$ cat src/rtl/nibble_adder_defs.vh
// rtl/nibble_adder_defs.vh - shared nibble width and FSM state encodings
`ifndef NIBBLE_ADDER_DEFS_VH
`define NIBBLE_ADDER_DEFS_VH

`define NIBBLE_W 4
`define ST_IDLE  2'd0
`define ST_RUN   2'd1
`define ST_DONE  2'd2

`endif

$ cat src/rtl/nibble_serial_adder_pkg.sv
// rtl/nibble_serial_adder_pkg.sv - types and constants for the nibble-serial adder
package nibble_serial_adder_pkg;

`include "nibble_adder_defs.vh"

  localparam int NIB_W = `NIBBLE_W;

  typedef enum logic [1:0] {
    IDLE = `ST_IDLE,
    RUN  = `ST_RUN,
    DONE = `ST_DONE
  } state_t;

endpackage

$ cat src/rtl/nibble_serial_adder_slice.sv
// rtl/nibble_serial_adder_slice.sv - combinational 4-bit ripple-carry adder slice
//   a, b : 4-bit addends
//   cin  : carry into bit 0
//   s    : 4-bit sum
//   cout : carry out of bit 3
module add4_slice (
  input  logic [3:0] a,
  input  logic [3:0] b,
  input  logic       cin,
  output logic [3:0] s,
  output logic       cout
);

  logic [4:0] c;

  always_comb begin
    c    = '0;
    s    = '0;
    c[0] = cin;
    for (int i = 0; i < 4; i++) begin
      s[i]   = a[i] ^ b[i] ^ c[i];
      c[i+1] = (a[i] & b[i]) | (c[i] & (a[i] ^ b[i]));
    end
    cout = c[4];
  end

endmodule

$ cat src/rtl/nibble_serial_adder.sv
// rtl/nibble_serial_adder.sv - wide adder that feeds one nibble per clock through a 4-bit slice
//   clk, rst_n          : clock, synchronous active-low reset
//   in_valid/in_ready   : operand handshake (a, b, cin)
//   out_valid/out_ready : result handshake (sum, cout, ovf)
//   sum                 : WIDTH-bit registered sum
//   cout                : carry out of the MSB
//   ovf                 : two's-complement overflow
module nibble_serial_adder
  import nibble_serial_adder_pkg::*;
#(
  parameter int WIDTH = 16
) (
  input  logic             clk,
  input  logic             rst_n,
  input  logic             in_valid,
  output logic             in_ready,
  input  logic [WIDTH-1:0] a,
  input  logic [WIDTH-1:0] b,
  input  logic             cin,
  output logic             out_valid,
  input  logic             out_ready,
  output logic [WIDTH-1:0] sum,
  output logic             cout,
  output logic             ovf
);

  localparam int NIB  = WIDTH / NIB_W;
  localparam int IDXW = (NIB > 1) ? $clog2(NIB) : 1;
  localparam logic [IDXW-1:0] LAST = IDXW'(NIB - 1);

  if ((WIDTH % 4) != 0 || WIDTH < 8) begin : g_width_err
    $error("nibble_serial_adder: WIDTH must be a multiple of 4 and at least 8");
  end

  state_t            state, next_state;
  logic [WIDTH-1:0]  a_q, b_q, sum_q;
  logic [IDXW-1:0]   idx;
  logic              carry, cout_q, ovf_q;

  logic [NIB_W-1:0]  slice_a, slice_b, slice_s;
  logic              slice_cout;

  assign slice_a = a_q[idx*NIB_W +: NIB_W];
  assign slice_b = b_q[idx*NIB_W +: NIB_W];

  add4_slice u_slice (
    .a    (slice_a),
    .b    (slice_b),
    .cin  (carry),
    .s    (slice_s),
    .cout (slice_cout)
  );

  always_ff @(posedge clk) begin
    if (!rst_n) state <= IDLE;
    else        state <= next_state;
  end

  // Handshake outputs depend on the state register only.
  always_comb begin
    next_state = state;
    in_ready   = 1'b0;
    out_valid  = 1'b0;
    case (state)
      IDLE: begin
        in_ready = 1'b1;
        if (in_valid) next_state = RUN;
      end
      RUN: begin
        if (idx == LAST) next_state = DONE;
      end
      DONE: begin
        out_valid = 1'b1;
        if (out_ready) next_state = IDLE;
      end
      default: next_state = IDLE;
    endcase
  end

  always_ff @(posedge clk) begin
    if (!rst_n) begin
      a_q    <= '0;
      b_q    <= '0;
      sum_q  <= '0;
      idx    <= '0;
      carry  <= 1'b0;
      cout_q <= 1'b0;
      ovf_q  <= 1'b0;
    end else begin
      case (state)
        IDLE: begin
          if (in_valid) begin
            a_q   <= a;
            b_q   <= b;
            carry <= cin;
            sum_q <= '0;
            idx   <= '0;
          end
        end
        RUN: begin
          sum_q[idx*NIB_W +: NIB_W] <= slice_s;
          carry <= slice_cout;
          idx   <= idx + 1'b1;
          if (idx == LAST) begin
            cout_q <= slice_cout;
            // Sign of the result comes from the slice output being written this edge.
            ovf_q  <= (a_q[WIDTH-1] == b_q[WIDTH-1]) & (slice_s[NIB_W-1] != a_q[WIDTH-1]);
          end
        end
        default: ;
      endcase
    end
  end

  assign sum  = sum_q;
  assign cout = cout_q;
  assign ovf  = ovf_q;

endmodule

$ cat config.mk
export PLATFORM = sky130hd
export DESIGN_NAME = nibble_serial_adder
export DESIGN_NICKNAME = d
export VERILOG_FILES = /design/src/rtl/nibble_serial_adder_pkg.sv /design/src/rtl/nibble_serial_adder_slice.sv /design/src/rtl/nibble_serial_adder.sv
export VERILOG_INCLUDE_DIRS = /design/src /design/src/rtl
export SDC_FILE = /design/constraint.sdc
export NUM_CORES = 1
export LEC_CHECK = 0
export ABC_AREA = 0
export BUFFER_PORTS_ARGS = -buffer_cell sky130_fd_sc_hd__buf_2
export CAP_MARGIN = 20
export CORE_ASPECT_RATIO = 0.7
export CORE_MARGIN = 1
export CORE_UTILIZATION = 57
export CTS_BUF_LIST = sky130_fd_sc_hd__clkbuf_16
export CTS_CLUSTER_DIAMETER = 200
export DETAILED_ROUTE_END_ITERATION = 8
export GPL_ROUTABILITY_DRIVEN = 0
export PLACE_DENSITY = 0.86
export SLEW_MARGIN = 20
export SYNTH_ARGS = -nofsm -noshare
export SYNTH_HDL_FRONTEND = slang
export SYNTH_SLANG_ARGS = --single-unit
export TNS_END_PERCENT = 50
$ cat constraint.sdc
create_clock -name clk -period 5.5 [get_ports clk]
set_input_delay 1.1 -clock clk [delete_from_list [all_inputs] [get_ports clk]]
set_output_delay 1.1 -clock clk [all_outputs]
set_load 0.01 [all_outputs]
# Yosys cells after proc, flatten, opt, wreduce, memory -nomap -nowiden
# Index checks and enable logic that the tools add are counted.
# totals
word_cells	62
input_bits	37
ff_bits	55
out_inout_bits	20
# classes
n_eq_ne	8
mux	13
n_shift	4
n_reduce_logical	6
add_sub_neg	2
n_bitwise	21
# op_table
op	n
$neg 4->34	1
$shift 4x34->16 const A	1
$shiftx 4x34->16	1
$pmux 16 s2	1
$shiftx 16x5->4	2
$bwmux 16	1
$mux 16	1
$and 1x1->1	9
$mux 2	4
$xor 1x1->1	8
$ne 2x2->1 const B	3
$pmux 2 s3	1
$reduce_and 2->1	3
$eq 2x2->1 const B	2
$or 1x1->1	4
$pmux 2 s2	1
$mux 1	3
$reduce_and 3->1	1
$add 2x1->2 const B	1
$eq 2x1->1 const B	1
$logic_not 2->1	1
$pmux 1 s2	1
$reduce_bool 2->1	1
$eq 1x1->1	1
$ne 1x1->1	1

# Longest topological paths before layout
# Gate-level depths: netlist of run 1.
# logic_depth
depth_word	12
mapped_depth	12
mapped_depth_nobuf	11

# Cells and area by module
# Synthesis of run 1 repeated with hierarchy kept, for this count alone.
# unflattened
hier_cells	279
hier_area_um2	2431.1
# by_module_without_submodules
mod	seq_area_each_um2	cells_each	instances	area_each_um2
nibble_serial_adder	1101.1	265	1	2313.5
add4_slice	0.0	14	1	117.6

# Worst setup path before layout of run 1
# No wires, ideal clock.
# synth_timing
path_kind	register to register
startpoint	reg idx[0]
endpoint	reg ovf_q, in the netlist ovf
setup_time_ns	0.074
stages_incl_launch_ff	10
t_required_ns	5.426
period_less_slack_ns	2.728
slack_ns	2.772
path_buffers	1
arrival_time_ns	2.654
cell_sequence	dfxtp_1 buf_2 mux4_2 fa_1 inv_1 fa_1 inv_1 fa_1 nand3b_1 a31oi_1
# synth_between
elab_chain_cells	11
elab_cells_between_ends	20
cone_classes	eq/ne: 2; shift: 2; bitwise: 15; reduce/logical: 1
# synth_rtl
item	line	text
from (decl)	nibble_serial_adder.sv:37	logic [IDXW-1:0] idx;
from (signal assigned)	nibble_serial_adder.sv:103	idx <= idx + 1'b1;
$shiftx 16x5->4 (on tied branches)	nibble_serial_adder.sv:43, nibble_serial_adder.sv:44	
$xor 1x1->1	nibble_serial_adder_slice.sv:22	c[i+1] = (a[i] & b[i]) | (c[i] & (a[i] ^ b[i]));
$and 1x1->1	nibble_serial_adder_slice.sv:22	
$or 1x1->1	nibble_serial_adder_slice.sv:22	
$and 1x1->1	nibble_serial_adder_slice.sv:22	
$or 1x1->1	nibble_serial_adder_slice.sv:22	
$and 1x1->1	nibble_serial_adder_slice.sv:22	
$or 1x1->1	nibble_serial_adder_slice.sv:22	
$xor 1x1->1	nibble_serial_adder_slice.sv:21	s[i] = a[i] ^ b[i] ^ c[i];
$ne 1x1->1	nibble_serial_adder.sv:107	ovf_q <= (a_q[WIDTH-1] == b_q[WIDTH-1]) & (slice_s[NIB_W-1] != a_q[WIDTH-1]);
$and 1x1->1	nibble_serial_adder.sv:107	
to (signal assigned)	nibble_serial_adder.sv:107	
to (decl)	nibble_serial_adder.sv:38	logic carry, cout_q, ovf_q;
# Parallel ways exist; a longest one is shown, timed or not.
# A chain may end at the register's enable or synchronous reset.

# Worst setup path after layout of run 1
# Ends and elaborated chain as after synthesis.

==> results.json, run 1 <==
{
  "clockBufferDepth": 2,
  "row_count": 19,
  "wl_per_cell_um": 13.9,
  "area_delta_synth_final_pct": 17.3,
  "overflow": 0,
  "crit_slowest_cell": "dfxtp_1",
  "yosysUniqueCellTypes": 35,
  "intPower_uw": 626,
  "netlist_instances": 275,
  "critPathMaxFanout": 17,
  "ctsResizeCount": 0,
  "clock_skew_ps": 2.80,
  "cts_max_level": 2,
  "grt_pass1_wl_um": 8650,
  "cp-endpoint": "ovf",
  "drive_gt1_share_pct": 23.0,
  "drt_iter0_drc": 188,
  "path_cells": "mux4_2, inv_1, fa_1, inv_1, fa_1, inv_1, fa_1, inv_1, fa_1, nand3b_1, a31oi_1",
  "postRouteAntennaNets": 0,
  "drt_wl_total_um": 5190,
  "worstPathArrival_ps": 3420,
  "yosys_register_bits": 55,
  "die_y_um": 57.1,
  "diodes": 0,
  "grt_pass1_vias": 1860,
  "irDropWorstVdd_uv": 176,
  "finalCritPeriodShare_pct": 58.1,
  "cp-start-kind": "flop",
  "multi_input_area_um2": 1260,
  "grt.total_usage_pct": 25.1,
  "p_leak_uw": 0.00120,
  "fin_crit_ps": 3200,
  "die_area_um2": 4600,
  "r2r_start": "idx[0]",
  "cp-startpoint": "idx[0]",
  "drc": 0,
  "maxCapViolations": 0,
  "pwr-share-seq_pct": 52.2,
  "worst_slew_pin_slew_ps": 1020,
  "cp.required_ps": 5720,
  "pwr-share-comb_pct": 11.9,
  "cts_tree": "done",
  "switching_share_pct": 24.3,
  "antenna_found_initial": 0,
  "reg2reg_slack_ps": 2300,
  "ys_warn_count": 0,
  "cts_hold_buf": 0,
  "viasPerCell": 5.54,
  "path_class": "flop to flop",
  "ys_seq_area_share_pct": 44.6,
  "worst_r2r_endpoint": "ovf",
  "mostFrequentLayoutCells": "88 x nand2_1, 56 x buf_2, 55 x dfxtp_1",
  "fin_nets": 367,
  "final_max_slew_viol_count": 0,
  "synth_top_cells_by_area": "dfxtp_1 45%, nand2_1 13%, a21boi_1 9.7%",
  "grt_max_degree": 61,
  "finalHoldViolCount": 0,
  "synth_nets": 320,
  "io_buffers": 56,
  "setup_tns_ps": 0,
  "first_pass_iters": 4,
  "clk_pin_slew_ps": 70,
  "cp-end-kind": "flop",
  "yosysTopAreaCell": "dfxtp_1",
  "cts_setup_buffers": 0,
  "cts_buffers": 5,
  "powerDensity_nw_per_um2": 285,
  "die_x_um": 80.7,
  "cts.sinks": 55,
  "seqCellArea_um2": 1100,
  "fillers": 324,
  "design.core.area_um2": 4040,
  "io_pins": 57,
  "synth.top_cell.area_share_pct": 44.6,
  "outcome": "completed",
  "synthesis.area_um2": 2470,
  "pwr-share-clk_pct": 35.9,
  "fmax_mhz": 313,
  "setup_viol": 0,
  "whs_ps": 456,
  "max_stage_delay_ps": 780,
  "routed-via-count": 2073,
  "final_common_cell": "nand2_1",
  "rsz0062_at_grt": "false",
  "clkLatencyLatePin_ps": 290,
  "place_hpwl_um": 3770,
  "synth.avg_cell_area_um2": 8.98,
  "min_path_type": "flop to flop",
  "clockRootBuffer": "clkbuf_16",
  "start_util_pct": 61.1,
  "r2r_cells": 11,
  "max_slew_margin_pct": 32.0,
  "net-switching-power_uw": 201
}
==> layout make-up <==
cell class,instances,share of cell area [%]
Timing Repair Buffer,57,10.2
Clock inverter,2,0.302
Inverter,12,1.55
Multi-Input combinational cell,191,43.4
Sequential cell,55,38.0
Clock buffer,5,4.32
Tap cell,52,2.25
==> worst min-delay path by stage <==
stage | from | to | cells after the start
final | b_q[12] | b_q[12] | 2
after global routing | b_q[14] | b_q[14] | 2
after CTS | b_q[12] | b_q[12] | 2
after detailed placement | b_q[12] | b_q[12] | 2
after global placement | b_q[14] | b_q[14] | 2
after floorplan | a_q[5] | a_q[5] | 2
==> per-layer routing <==
layer  routed length, um  share of wire (%)  GRT usage [%]
met5                   0                  0              0
met4                  43               0.83           9.69
met3                 449                8.7           6.88
met2                2260                 44           34.7
met1                2440                 47           37.1
==> synth_stat cells <==
| library cell | number |
|---|---|
| nand3b_1 | 2 |
| and3b_1 | 1 |
| a32o_1 | 2 |
| a21oi_1 | 6 |
| nor3_1 | 1 |
| nand2b_1 | 5 |
| a21o_1 | 1 |
| mux4_2 | 8 |
| o21ai_1 | 1 |
| o21a_1 | 1 |
| a31oi_1 | 1 |
| fa_1 | 4 |
| inv_2 | 1 |
| ha_1 | 4 |
| clkbuf_1 | 10 |
| and4bb_1 | 1 |
| dfxtp_1 | 55 |
| mux2i_1 | 1 |
| inv_1 | 11 |
| o21bai_1 | 1 |
| or4_4 | 1 |
| nand3_1 | 1 |
| nor4_1 | 1 |
| nor3b_1 | 1 |
| o221ai_1 | 1 |
| nor2b_1 | 3 |
| or4_1 | 1 |
| or3b_1 | 1 |
| nand2_1 | 88 |
| o22ai_1 | 15 |
| a32oi_1 | 1 |
| a21boi_1 | 32 |
| nor2_1 | 4 |
| buf_2 | 7 |
| nor3b_2 | 1 |
==> power by group through the flow <==
stage / clock network, uW / registers (uW) / logic [uW]
CTS: 300 / 431 / 96.9
global placement: 0 / 439 / 93.8
detailed placement: 0 / 440 / 96.1
floorplan: 0 / 432 / 71.8
global route: 318 / 434 / 110
finish: 296 / 432 / 98.2
==> worst max-delay path: cells and delay by family, from the launching register on <==
kind                     cells  cell delay, ps
adder cells (fa/ha/maj)      4            1160
flip-flops                   1             780
multiplexers                 1             590
buffers and inverters        4             260
AND/OR/NAND/NOR              1             190
AO/OA/AOI/OAI                1             150
==> state kept, by name (all words and copies together), names as in the netlist <==
register,cells
state,2
b_q,16
a_q,16
idx,2
sum,16
carry,1
ovf,1
cout,1
==> cells by family after synthesis <==
| group | after synthesis | share of synthesized area, % |
|---|---|---|
| AOI/OAI and AO/OA | 62 | 17.6 |
| adders and majority gates | 8 | 5.27 |
| buffers and inverters | 29 | 4.76 |
| DFF | 55 | 44.6 |
| muxes | 9 | 7.70 |
| and+or+nand+nor | 112 | 20.1 |
==> per-stage QoR <==
stage               power (uW)  instance area [um^2]  cells  setup WS, ps  utilization, %
global placement           533                  2750    366          2390            68.0
global route               862                  2900    374          2050            71.7
finish                     826                  2900    374          2300            71.7
detailed placement         536                  2750    366          2310            68.0
CTS                        828                  2880    373          2290            71.3
floorplan                  504                  2470    275          2770               -
Power figures use the tool's default switching activity.
==> inputs of run 2 (changes only) <==
--- a/config.mk
+++ b/config.mk
@@ -11,12 +11,12 @@
 export CAP_MARGIN = 20
 export CORE_ASPECT_RATIO = 0.7
 export CORE_MARGIN = 1
-export CORE_UTILIZATION = 57
+export CORE_UTILIZATION = 48
 export CTS_BUF_LIST = sky130_fd_sc_hd__clkbuf_16
 export CTS_CLUSTER_DIAMETER = 200
 export DETAILED_ROUTE_END_ITERATION = 8
 export GPL_ROUTABILITY_DRIVEN = 0
-export PLACE_DENSITY = 0.86
+export PLACE_DENSITY = 0.77
 export SLEW_MARGIN = 20
 export SYNTH_ARGS = -nofsm -noshare
 export SYNTH_HDL_FRONTEND = slang
==> constraint.sdc (replaced) <==
create_clock -name clk -period 2.84 [get_ports clk]
set_input_delay 0.568 -clock clk [delete_from_list [all_inputs] [get_ports clk]]
set_output_delay 0.568 -clock clk [all_outputs]
set_load 0.01 [all_outputs]
==> results.json, run 2 (synthesis gave the netlist of run 1 again) <==
{
  "start_util_pct": 50.8,
  "maxCapViolations": 0,
  "worst_slew_pin_slew_ps": 1030,
  "postRouteAntennaNets": 0,
  "diodes": 0,
  "clkLatencyLatePin_ps": 300,
  "antenna_found_initial": 0,
  "p_leak_uw": 0.00123,
  "cts_tree": "done",
  "seqCellArea_um2": 1110,
  "path_cells": "mux4_2, inv_2, fa_1, inv_1, fa_1, inv_2, fa_2, inv_2, fa_2, nand2_2, o22ai_1",
  "cp.buffers_inverters": 4,
  "final_max_slew_viol_count": 0,
  "place_hpwl_um": 3800,
  "die_area_um2": 5440,
  "fillers": 434,
  "r2r_cells": 11,
  "cts_max_level": 2,
  "crit_top_cell": "inv_2",
  "irDropWorstVdd_uv": 355,
  "overflow": 0,
  "clockBufferDepth": 2,
  "routed-via-count": 2061,
  "clock_skew_ps": 11.8,
  "grt.total_usage_pct": 22.1,
  "drt_wl_total_um": 5330,
  "cp-endpoint": "sum[15]",
  "finalHoldViolCount": 0,
  "multi_input_area_um2": 1270,
  "viasPerCell": 5.19,
  "finalInstanceArea_um2": 2980,
  "cts_buffers": 5,
  "drt_iter0_drc": 88,
  "grt_max_degree": 33,
  "powerDensity_nw_per_um2": 553,
  "finalPower_uw": 1650,
  "grt_pass1_vias": 1882,
  "fmax_mhz": 362,
  "die_x_um": 87.7,
  "setup_viol": 0,
  "critPathMaxFanout": 5,
  "die_y_um": 62.0,
  "worst_r2r_endpoint": "sum[15]",
  "cp-start-kind": "flop",
  "drive_gt1_share_pct": 27.4,
  "reg2reg_slack_ps": 80,
  "cp-startpoint": "idx[0]",
  "drc": 0,
  "io_pins": 57,
  "final_common_cell": "nand2_1",
  "clockRootBuffer": "clkbuf_16",
  "path_class": "flop to flop",
  "mostFrequentLayoutCells": "87 x nand2_1, 56 x buf_2, 53 x dfxtp_1",
  "r2r_start": "idx[0]",
  "first_pass_iters": 4,
  "crit_family": "adder cells",
  "post_dp_cell_area_um2": 2810,
  "area_delta_synth_final_pct": 20.6,
  "min_path_type": "flop to flop",
  "cts.sinks": 55,
  "fin_crit_ps": 2760,
  "finalCritPeriodShare_pct": 97.2,
  "design.core.area_um2": 4860,
  "wl_per_cell_um": 13.4,
  "crit_slowest_cell": "fa_2",
  "worstPathArrival_ps": 2990,
  "io_buffers": 56,
  "outcome": "completed",
  "row_count": 21,
  "fin_nets": 372,
  "fin_util_pct": 61.3,
  "max_stage_delay_ps": 610,
  "cts_hold_buf": 0,
  "max_slew_margin_pct": 31.5,
  "grt_pass1_wl_um": 8910,
  "path_depth": 11,
  "cp.required_ps": 3070,
  "postLayoutSetupSlackWorst_ps": 79.2,
  "cp-end-kind": "flop",
  "pre_cts_ws_ps": -17.6,
  "clk_pin_slew_ps": 70
}
[run 2: changes by cell type in the layout (fill, tap and decap cells not counted), moves of 2 or more]
cell	delta
buf_4	+6
dfxtp_1	-2
fa_1	-2
fa_2	+2
inv_1	-4
inv_2	+4
[run 2: metrics by stage]
stage	hold WS (ps)	setup TNS, ps	cells
3_5_place_dp	447	-17.6	388
2_1_floorplan	432	0	275
3_3_place_gp	441	0	388
6_report	454	0	397
5_1_grt	478	-1.19	397
4_1_cts	456	0	396
[run 2: cell type report]
class | count | share of cell area (%)
Clock buffer | 5 | 4.20
Clock inverter | 3 | 0.672
Timing Repair Buffer | 62 | 10.9
Multi-Input combinational cell | 191 | 42.7
Inverter | 12 | 1.51
Tap cell | 69 | 2.90
Sequential cell | 55 | 37.1
[run 2: where the power goes]
| part | switching (uW) | internal (uW) |
|---|---|---|
| sequential | 25.6 | 803 |
| clock | 286 | 326 |
| combinational | 112 | 95.5 |
| total | 423 | 1220 |
[run 2: worst min path at each step]
stage               slack (ps)  depth (start not counted)      end     from
floorplan                  430                          2   a_q[5]   a_q[5]
global placement           440                          2  b_q[14]  b_q[14]
detailed placement         450                          2  b_q[10]  b_q[10]
CTS                        460                          2  b_q[10]  b_q[10]
global route               480                          2  a_q[14]  a_q[14]
finish                     450                          2   a_q[7]   a_q[7]
[run 2: what timing repair did]
item                       CTS  global route
resized for setup            1            10
pin swaps                    0             3
buffers inserted             0             1
setup endpoints to repair    4             5
[run 2: worst reg2reg max path: stages (launching register included)]
cell	delay, ps
dfxtp_4	390
mux4_2	520
inv_2	70
fa_1	160
inv_1	50
fa_1	370
inv_2	70
fa_2	180
inv_2	40
fa_2	610
nand2_2	100
o22ai_1	150
[run 2: routing by layer]
layer  wire [um]  up-vias  global-route usage [%]
li1            -     1039                       -
met1        2720      963                    31.8
met2        2280       49                    33.0
met3         227       10                    4.49
met4         102        0                    8.43
met5           0        -                       0
==> inputs of run 3 (changes only) <==
--- a/config.mk
+++ b/config.mk
@@ -7,16 +7,18 @@
 export NUM_CORES = 1
 export LEC_CHECK = 0
 export ABC_AREA = 0
+export ABC_CLOCK_PERIOD_IN_PS = 3300
 export BUFFER_PORTS_ARGS = -buffer_cell sky130_fd_sc_hd__buf_2
 export CAP_MARGIN = 20
 export CORE_ASPECT_RATIO = 0.7
 export CORE_MARGIN = 1
-export CORE_UTILIZATION = 48
+export CORE_UTILIZATION = 57
 export CTS_BUF_LIST = sky130_fd_sc_hd__clkbuf_16
 export CTS_CLUSTER_DIAMETER = 200
 export DETAILED_ROUTE_END_ITERATION = 8
 export GPL_ROUTABILITY_DRIVEN = 0
-export PLACE_DENSITY = 0.77
+export PLACE_DENSITY = 0.86
+export REMOVE_ABC_BUFFERS = 1
 export SLEW_MARGIN = 20
 export SYNTH_ARGS = -nofsm -noshare
 export SYNTH_HDL_FRONTEND = slang
==> constraint.sdc (replaced) <==
create_clock -name clk -period 3.3 [get_ports clk]
set_input_delay 0.66 -clock clk [delete_from_list [all_inputs] [get_ports clk]]
set_output_delay 0.66 -clock clk [all_outputs]
set_load 0.01 [all_outputs]
==> results.json, run 3 (synthesis gave the netlist of run 1 again) <==
{
  "design.core.area_um2": 4040,
  "cts.sinks": 55,
  "clk_pin_slew_ps": 60,
  "net-switching-power_uw": 332,
  "pwr-share-clk_pct": 35.5,
  "die_area_um2": 4600,
  "max_stage_delay_ps": 520,
  "fin_crit_ps": 2940,
  "cts_buffers": 5,
  "grt_max_degree": 33,
  "routed-via-count": 2088,
  "grt_pass1_vias": 1954,
  "fin_nets": 371,
  "place_inst": 371,
  "place_hpwl_um": 3820,
  "drc": 0,
  "die_y_um": 57.1,
  "final_max_slew_viol_count": 0,
  "postLayoutSetupSlackWorst_ps": 356,
  "intPower_uw": 1050,
  "fillers": 322,
  "die_x_um": 80.7,
  "cts_tree": "done",
  "final_common_cell": "nand2_1",
  "cp.required_ps": 3510,
  "switching_share_pct": 24.1,
  "clockBufferDepth": 2,
  "rsz0062_at_grt": "false",
  "critPathMaxFanout": 7,
  "whs_ps": 460,
  "postRouteAntennaNets": 0,
  "maxCapViolations": 0,
  "drive_gt1_share_pct": 23.9,
  "worstPathArrival_ps": 3160,
  "grt_pass1_wl_um": 8980,
  "p_leak_uw": 0.00122,
  "finalCritPeriodShare_pct": 89.2,
  "setup_tns_ps": 0,
  "finalPower_uw": 1380,
  "cts_max_level": 2,
  "drt_iter0_drc": 146,
  "path_class": "flop to flop",
  "clkLatencyLatePin_ps": 290,
  "path_cells": "mux4_2, inv_1, fa_1, inv_1, fa_1, inv_1, fa_1, inv_1, fa_1, nand3b_1, a31oi_1",
  "pwr-share-seq_pct": 51.9,
  "viasPerCell": 5.51,
  "mostFrequentLayoutCells": "88 x nand2_1, 56 x buf_2, 54 x dfxtp_1",
  "first_pass_iters": 5,
  "cp-end-kind": "flop",
  "min_path_type": "flop to flop",
  "drt_wl_total_um": 5340,
  "row_count": 19,
  "clockRootBuffer": "clkbuf_16",
  "overflow": 0,
  "crit_slowest_cell": "mux4_2",
  "io_pins": 57,
  "pwr-share-comb_pct": 12.6,
  "clock_skew_ps": 5.21,
  "setup_viol": 0,
  "fmax_mhz": 340,
  "antenna_found_initial": 0,
  "finalHoldViolCount": 0,
  "io_buffers": 56,
  "wl_per_cell_um": 14.1,
  "max_slew_margin_pct": 64.1,
  "irDropWorstVdd_uv": 314,
  "pre_cts_ws_ps": 333,
  "grt.total_usage_pct": 25.8,
  "area_delta_synth_final_pct": 18.4,
  "cp-start-kind": "flop",
  "diodes": 0,
  "final_cells": 379,
  "worst_slew_pin_slew_ps": 538,
  "outcome": "completed",
  "start_util_pct": 61.1,
  "powerDensity_nw_per_um2": 471
}
==> run 3: cell types whose count changed in the layout (fill, tap and decap cells not counted), moves of 2 or more <==
cell,previous run,this run
inv_1,7,12
inv_2,5,1
fa_1,2,4
fa_2,2,0
==> run 3: critical path, delay by kind of cell (launching register included) <==
family / cells / cell delay (ps)
compound gates: 1 / 190
buf+inv: 4 / 280
flops: 1 / 450
mux: 1 / 520
fa+ha+maj: 4 / 1210
simple gates: 1 / 210
==> run 3: power by group through the flow <==
stage	clock [uW]	combinational, uW	sequential, uW
after floorplan	0	103	725
after detailed placement	0	171	729
after global routing	531	192	719
after global placement	0	164	729
final	489	173	715
after CTS	497	173	715
==> run 3: final timing paths <==
path,start,end,slack (ps),depth (start not counted)
hold / removal,b_q[7],b_q[7],460,2
hold reg to reg,b_q[7],b_q[7],460,2
setup / recovery,idx[0],ovf,360,11
setup reg to reg,idx[0],ovf,360,11
==> run 3: layout make-up <==
cell class	count	area, um^2	share of cell area (%)
Clock buffer	5	125	4.28
Clock inverter	3	11.3	0.385
Inverter	12	45.0	1.54
Multi-Input combinational cell	191	1260	43.0
Sequential cell	55	1100	37.7
Tap cell	52	65.1	2.23
Timing Repair Buffer	61	318	10.9
==> run 3: what timing repair did <==
action / in CTS / in global routing
hold buffers: 0 / 0
endpoints found under the hold margin: 0 / 0
endpoints found under the setup margin: 0 / 1
gates resized for setup: 0 / 1
buffers inserted: 0 / 0
==> run 3: per-layer routing <==
layer  GRT usage [%]  wire length, um  vias up
met3            5.92              314       15
met4            11.7              145        0
li1                -                -     1037
met5               0                0        -
met2            40.7             2420       67
met1            34.2             2460      969
==> run 3: per-stage QoR <==
stage / cell area, um^2 / utilization, %
after floorplan: 2400 / -
after global placement: 2790 / 68.9
after detailed placement: 2790 / 68.9
after CTS: 2920 / 72.3
after global routing: 2920 / 72.4
final: 2920 / 72.4
